File: config.mk
export PLATFORM = sky130hd
export DESIGN_NAME = stream_gen_p_flat
export DESIGN_NICKNAME = d
export VERILOG_FILES = /design/src/rtl/stream_gen_pkg.sv /design/src/rtl/stream_gen_p_if.sv /design/src/rtl/stream_buf.sv /design/src/rtl/stream_gen_p.sv /design/src/flat_wrapper.sv
export SDC_FILE = /design/constraint.sdc
export NUM_CORES = 1
export LEC_CHECK = 0
export BUFFER_PORTS_ARGS = -buffer_cell sky130_fd_sc_hd__buf_2
export CAP_MARGIN = 10
export CORE_MARGIN = 5
export CORE_UTILIZATION = 65
export CTS_CLUSTER_SIZE = 8
export DETAILED_ROUTE_END_ITERATION = 7
export GPL_ROUTABILITY_DRIVEN = 1
export GPL_TIMING_DRIVEN = 0
export HOLD_SLACK_MARGIN = 0.03
export PLACE_DENSITY_LB_ADDON = 0.2
export SKIP_LAST_GASP = 1
export SLEW_MARGIN = 40
export SYNTH_ARGS = -nofsm -noshare
export SYNTH_HDL_FRONTEND = slang
export SYNTH_SLANG_ARGS = --single-unit
File: constraint.sdc
create_clock -name clk -period 4.45 [get_ports clk]
set_clock_uncertainty 0.15 [all_clocks]
set_input_delay 0.445 -clock clk [delete_from_list [all_inputs] [get_ports clk]]
set_output_delay 0.445 -clock clk [all_outputs]
set_load 0.01 [all_outputs]
File: src/rtl/stream_gen_pkg.sv
// Shared types and helpers for the parametrised stream source.
package stream_gen_pkg;

  typedef enum logic {IDLE, DRAIN} state_t;

  localparam bit MODE_FIFO = 1'b0;
  localparam bit MODE_LIFO = 1'b1;

  // Pointer advance with explicit wrap, so DEPTH need not be a power of two.
  function automatic int next_ptr(int ptr, int depth);
    return (ptr == depth - 1) ? 0 : ptr + 1;
  endfunction

endpackage

File: src/rtl/stream_gen_p_if.sv
// AXI-Stream beat bus between the stream source and its consumer.
interface stream_gen_p_if #(parameter int DATA_W = 8) ();
  logic [DATA_W-1:0] tdata;
  logic              tvalid;
  logic              tready;
  logic              tlast;

  modport master (output tdata, output tvalid, output tlast, input tready);
  modport slave  (input tdata, input tvalid, input tlast, output tready);
endinterface

File: src/rtl/stream_buf.sv
// Storage, ordering and occupancy for the stream source; callers guard push/pop.
module stream_buf
  import stream_gen_pkg::*;
#(
  parameter int DATA_W = 8,
  parameter int DEPTH  = 16,
  parameter bit LIFO   = MODE_FIFO,
  parameter int CNT_W  = $clog2(DEPTH + 1)
) (
  input  logic              clk,
  input  logic              rst_n,
  input  logic              wr_en,
  input  logic [DATA_W-1:0] wr_data,
  input  logic              rd_en,
  output logic [DATA_W-1:0] rd_data,
  output logic [CNT_W-1:0]  count,
  output logic              full,
  output logic              empty
);
  localparam int PTR_W = (DEPTH > 1) ? $clog2(DEPTH) : 1;

  logic [DATA_W-1:0] mem [DEPTH];
  logic [CNT_W-1:0]  cnt_q;
  logic [PTR_W-1:0]  wr_idx, rd_idx;

  generate
    if (LIFO == MODE_LIFO) begin : g_lifo
      // Stack: top of stack is always entry count-1.
      assign wr_idx = PTR_W'(cnt_q);
      assign rd_idx = (cnt_q == '0) ? '0 : PTR_W'(cnt_q - CNT_W'(1));
    end else begin : g_fifo
      logic [PTR_W-1:0] wr_ptr, rd_ptr;
      always_ff @(posedge clk or negedge rst_n) begin
        if (!rst_n) begin
          wr_ptr <= '0;
          rd_ptr <= '0;
        end else begin
          if (wr_en) wr_ptr <= PTR_W'(next_ptr(32'(wr_ptr), DEPTH));
          if (rd_en) rd_ptr <= PTR_W'(next_ptr(32'(rd_ptr), DEPTH));
        end
      end
      assign wr_idx = wr_ptr;
      assign rd_idx = rd_ptr;
    end
  endgenerate

  always_ff @(posedge clk) begin
    if (wr_en) mem[wr_idx] <= wr_data;
  end

  always_ff @(posedge clk or negedge rst_n) begin
    if (!rst_n) cnt_q <= '0;
    else begin
      case ({wr_en, rd_en})
        2'b10:   cnt_q <= cnt_q + CNT_W'(1);
        2'b01:   cnt_q <= cnt_q - CNT_W'(1);
        default: cnt_q <= cnt_q;
      endcase
    end
  end

  assign rd_data = mem[rd_idx];
  assign count   = cnt_q;
  assign empty   = (cnt_q == '0);
  assign full    = (cnt_q == CNT_W'(DEPTH));

endmodule

File: src/rtl/stream_gen_p.sv
// Buffered AXI-Stream source: edge-detected pushes, one packet drained per op_en.
module stream_gen_p
  import stream_gen_pkg::*;
#(
  parameter int DATA_W = 8,
  parameter int DEPTH  = 16,
  parameter bit LIFO   = MODE_FIFO,
  parameter int CNT_W  = $clog2(DEPTH + 1)
) (
  input  logic              clk,
  input  logic              rst_n,
  input  logic [DATA_W-1:0] din,
  input  logic              push,
  input  logic              op_en,
  input  logic              clr_ovf,
  stream_gen_p_if.master    axis,
  output logic [CNT_W-1:0]  buff_count,
  output logic              empty,
  output logic              full,
  output logic              overflow
);
  state_t            state;
  logic              push_q;
  logic [CNT_W-1:0]  pkt_left;
  logic [DATA_W-1:0] rd_data;
  logic [CNT_W-1:0]  count;
  logic              push_evt, start, pop_hs, lifo_block, discard, wr_en, rd_en;

  assign push_evt = push & ~push_q;
  assign start    = (state == IDLE) && op_en && !empty;
  assign pop_hs   = (state == DRAIN) && axis.tvalid && axis.tready && (pkt_left > CNT_W'(1));
  assign rd_en    = start | pop_hs;
  // A stack cannot take a write while it is being popped without losing order.
  assign lifo_block = (LIFO == MODE_LIFO) && ((state == DRAIN) || start);
  assign discard  = push_evt && (full || lifo_block);
  assign wr_en    = push_evt && !discard;

  stream_buf #(.DATA_W(DATA_W), .DEPTH(DEPTH), .LIFO(LIFO), .CNT_W(CNT_W)) u_buf (
    .clk     (clk),
    .rst_n   (rst_n),
    .wr_en   (wr_en),
    .wr_data (din),
    .rd_en   (rd_en),
    .rd_data (rd_data),
    .count   (count),
    .full    (full),
    .empty   (empty)
  );

  assign buff_count = count;

  always_ff @(posedge clk or negedge rst_n) begin
    if (!rst_n) begin
      push_q   <= 1'b0;
      overflow <= 1'b0;
    end else begin
      push_q <= push;
      if (discard)      overflow <= 1'b1;
      else if (clr_ovf) overflow <= 1'b0;
    end
  end

  always_ff @(posedge clk or negedge rst_n) begin
    if (!rst_n) begin
      state       <= IDLE;
      pkt_left    <= '0;
      axis.tdata  <= '0;
      axis.tvalid <= 1'b0;
      axis.tlast  <= 1'b0;
    end else begin
      case (state)
        IDLE: begin
          axis.tvalid <= 1'b0;
          axis.tlast  <= 1'b0;
          if (start) begin
            pkt_left    <= count;
            axis.tdata  <= rd_data;
            axis.tvalid <= 1'b1;
            axis.tlast  <= (count == CNT_W'(1));
            state       <= DRAIN;
          end
        end
        DRAIN: begin
          if (axis.tvalid && axis.tready) begin
            if (pkt_left > CNT_W'(1)) begin
              axis.tdata <= rd_data;
              pkt_left   <= pkt_left - CNT_W'(1);
              axis.tlast <= (pkt_left == CNT_W'(2));
            end else begin
              axis.tvalid <= 1'b0;
              axis.tlast  <= 1'b0;
              state       <= IDLE;
            end
          end
        end
        default: state <= IDLE;
      endcase
    end
  end

endmodule

File: src/flat_wrapper.sv
// flat-port wrapper written by rule: the top's interface ports become plain ports
module stream_gen_p_flat import stream_gen_pkg::*;
#(
  parameter int DATA_W = 8,
  parameter int DEPTH  = 16,
  parameter bit LIFO   = MODE_FIFO,
  parameter int CNT_W  = $clog2(DEPTH + 1)
)
  (clk, rst_n, din, push, op_en, clr_ovf, buff_count, empty, full, overflow, axis_tdata, axis_tvalid, axis_tlast, axis_tready);
  stream_gen_p_if #(.DATA_W(DATA_W)) axis_i ();
  input  logic clk;
  input  logic rst_n;
  input  logic [DATA_W-1:0] din;
  input  logic push;
  input  logic op_en;
  input  logic clr_ovf;
  output logic [CNT_W-1:0] buff_count;
  output logic empty;
  output logic full;
  output logic overflow;
  output wire logic [$bits(axis_i.tdata)-1:0] axis_tdata;
  output wire logic [$bits(axis_i.tvalid)-1:0] axis_tvalid;
  output wire logic [$bits(axis_i.tlast)-1:0] axis_tlast;
  input wire logic [$bits(axis_i.tready)-1:0] axis_tready;
  assign axis_tdata = axis_i.tdata;
  assign axis_tvalid = axis_i.tvalid;
  assign axis_tlast = axis_i.tlast;
  assign axis_i.tready = axis_tready;
  stream_gen_p #(.DATA_W(DATA_W), .DEPTH(DEPTH), .LIFO(LIFO), .CNT_W(CNT_W)) u_core (.clk(clk), .rst_n(rst_n), .din(din), .push(push), .op_en(op_en), .clr_ovf(clr_ovf), .axis(axis_i), .buff_count(buff_count), .empty(empty), .full(full), .overflow(overflow));
endmodule
==> results.ini <==
[timing]
max_clock_freq_mhz = 341
rsz0062_at_grt = no
relSlewSlack_pct = 46.1
hold_viol = 0
fin_crit_sh_pct = 65.9
drv_slew = 0
fin_setup_tns_ns = 0
holdWs_ns = 0.121
worst_pin_slew_ns = 0.805
period_minus_slack_ns = 2.93
setup_viol = 0

[floorplan]
pin_count = 32
fp-row-count = 36
die_w_um = 111
design.die.area_um2 = 12300
die_y_um = 111
core-area_um2 = 9860
start_util_pct = 67.1

[worst_setup_path]
endpoint_kind = register
worstSetupPathType = reg -> reg
critPathLaunchType = register
cp.required_ns = 4.71
arrival_ns = 3.19
crit_fanout = 10

[power]
leakagePower_nw = 2.70
powerDensity_nw_per_um2 = 651
switching_share_pct = 31.9
p_seq_share_pct = 39.0
power_frac_comb_pct = 32.9
p_sw_mw = 1.58
power.total_mw = 4.93
ir_drop_mv = 0.340
p_int_mw = 3.36
p_clk_share_pct = 28.1

[synth]
async_reset_ff_share_pct = 19.5
yosys-top-cells-area = edfxtp_1 58%, dfrtp_1 12%, mux4_2 8.2%
ys_ff_latch = 159
yosysWarnings = 0
synth_area_per_cell_um2 = 16.9
yosys.area.top_type = edfxtp_1
synth_cell_type_count = 49
netlist_top_cells_count = 128 x edfxtp_1, 31 x dfrtp_1, 24 x mux4_2
yosysMostFrequentCell = edfxtp_1
seq_area_frac_synth_pct = 69.8
synth_edf_count = 128
syn-num-nets = 420
syn_area_um2 = 6620
synth.top_cell.area_share_pct = 58.0
syn_inst = 393
ys.flop_type = edfxtp_1

[layout]
nFillCells = 554
fin_nets = 473
num_antenna_cells = 0
final_area_um2 = 7570
drive_gt1_share_pct = 24.8
area_growth_syn_to_layout_pct = 14.4

[place]
placed_cell_area_um2 = 6960
gp_congestion = 0.886
portBuffers = 31
dp_hpwl_um = 8770

[clocking]
cts-root-buf = clkbuf_8
clock_path_buffers = 2
clkLatencyLatePin_ns = 0.52
clk_pin_slew_worst_paths_ns = 0.07
cts.htree.levels = 4
tritoncts = done
post_cts_buffers = 0
clock-sinks = 159
cts_buffers = 17

[drt]
viasPerCell = 6.29
routedWlPerCell_um = 22.8
ant_nets = 0
vias = 3722
drc_errors = 0
drt-initial-drc-count = 484
dr.pass1.iters = 5
routed_wl_um = 13500

[global_route]
grt.overflow.total = 0
antenna_found_initial = 0
grt_max_degree = 32
first_global_vias = 3739
grt_pass1_wl_um = 20900
grtUsageTotal_pct = 22.9

[worst_hold_path]
hold_path_class = in -> reg

[flow_run]
cap_violations = 0

[outcome]
outcome = completed

state kept, by name, indices dropped and copies added (netlist names):
name	count
u_core.axis.tdata	8
u_core.axis.tlast	1
u_core.axis.tvalid	1
u_core.overflow	1
u_core.pkt_left	5
u_core.push_q	1
u_core.state	1
u_core.u_buf.count	5
u_core.u_buf.g_fifo.rd_ptr	4
u_core.u_buf.g_fifo.wr_ptr	4
u_core.u_buf.mem	128
metrics by stage:
stage          setup slack, ns  instances  util, %
2_1_floorplan             1.84        393        -
3_3_place_gp              1.30        557     70.4
3_5_place_dp              1.59        557     70.6
4_1_cts                   1.54        592     76.8
5_1_grt                   1.37        592     76.8
6_report                  1.52        592     76.8
logic make-up after synthesis:
| group | count (synthesis) | share of synthesized area (%) |
|---|---|---|
| muxes | 51 | 12.5 |
| xor gates and xnor gates | 7 | 0.926 |
| DFF | 159 | 69.8 |
| and+or+nand+nor | 75 | 5.89 |
| adders and majority gates | 13 | 2.46 |
| buffers and inverters | 32 | 2.53 |
| AOI/OAI and AO/OA | 56 | 5.97 |
routing by layer:
metal  vias to the layer above  share of wire [%]  global-route usage, %  routed length (um)
met2                       174                 48                   34.9                6430
met4                         0                2.4                   8.78                 325
li1                       1651                  -                      -                   -
met1                      1871                 43                   32.1                5770
met5                         -                  0                      0                   0
met3                        26                7.3                   5.95                 988
repair_timing:
item | CTS | global route
gates resized for setup | 0 | 0
hold buffers | 3 | 0
hold endpoints to repair | 33 | 0
cells in the final DEF (no fill, tap or decap), types with 4 or more instances in the layout:
master and count:
a21oi_1 5, a221oi_1 8, a31oi_1 10, buf_2 36, buf_6 5, clkbuf_1 13
clkbuf_16 18, clkbuf_8 4, dfrtp_1 31, edfxtp_1 128, ha_1 13, inv_1 10
mux2_2 8, mux2i_1 18, mux4_2 24, nand2_1 20, nand3_1 7, nor2_1 16
nor3_1 9, nor3_2 5, o21ai_0 17, xnor2_1 4
critical path, stage by stage (launching register included):
cell and delay [ns]:
dfrtp_1 0.48, inv_1 0.12, ha_1 0.24, nor4b_4 0.14
nor3b_2 0.45, or2_1 0.19, buf_6 0.13, buf_6 0.15
ha_1 0.29, mux2i_1 0.24, nor2_1 0.08, xor2_1 0.15
worst paths after layout:
path | from | endpoint | slack [ns] | cells after the start
min reg2reg | u_core.axis.tlast | u_core.axis.tlast | 0.37 | 2
max reg2reg | u_core.u_buf.count[0] | u_core.u_buf.count[2] | 1.52 | 11
max in group asynchronous | rst_n | u_core.u_buf.count[3] | 3.36 | 2
min in group asynchronous | rst_n | u_core.overflow | 0.34 | 2
max | u_core.u_buf.count[0] | u_core.u_buf.count[2] | 1.52 | 11
min | axis_tready | u_core.axis.tvalid | 0.12 | 3
power by group through the flow:
stage          registers (mW)  logic (mW)  clock network, mW
2_1_floorplan            1.95        1.13                  0
3_3_place_gp             1.94        1.54                  0
3_5_place_dp             1.95        1.59                  0
4_1_cts                  1.92        1.62               1.40
5_1_grt                  1.94        1.76               1.47
6_report                 1.92        1.62               1.39
cell type report:
class	count	area (um^2)	area share [%]
repair buffers	34	185	2.45
plain buffers	20	123	1.62
multi-input cells	202	1860	24.5
flip-flops and latches	159	4620	61.0
well taps	133	166	2.20
clock inverters	4	48.8	0.644
inverters	12	45.0	0.595
clock buffers	28	528	6.97
Power figures use the tool's default switching activity.
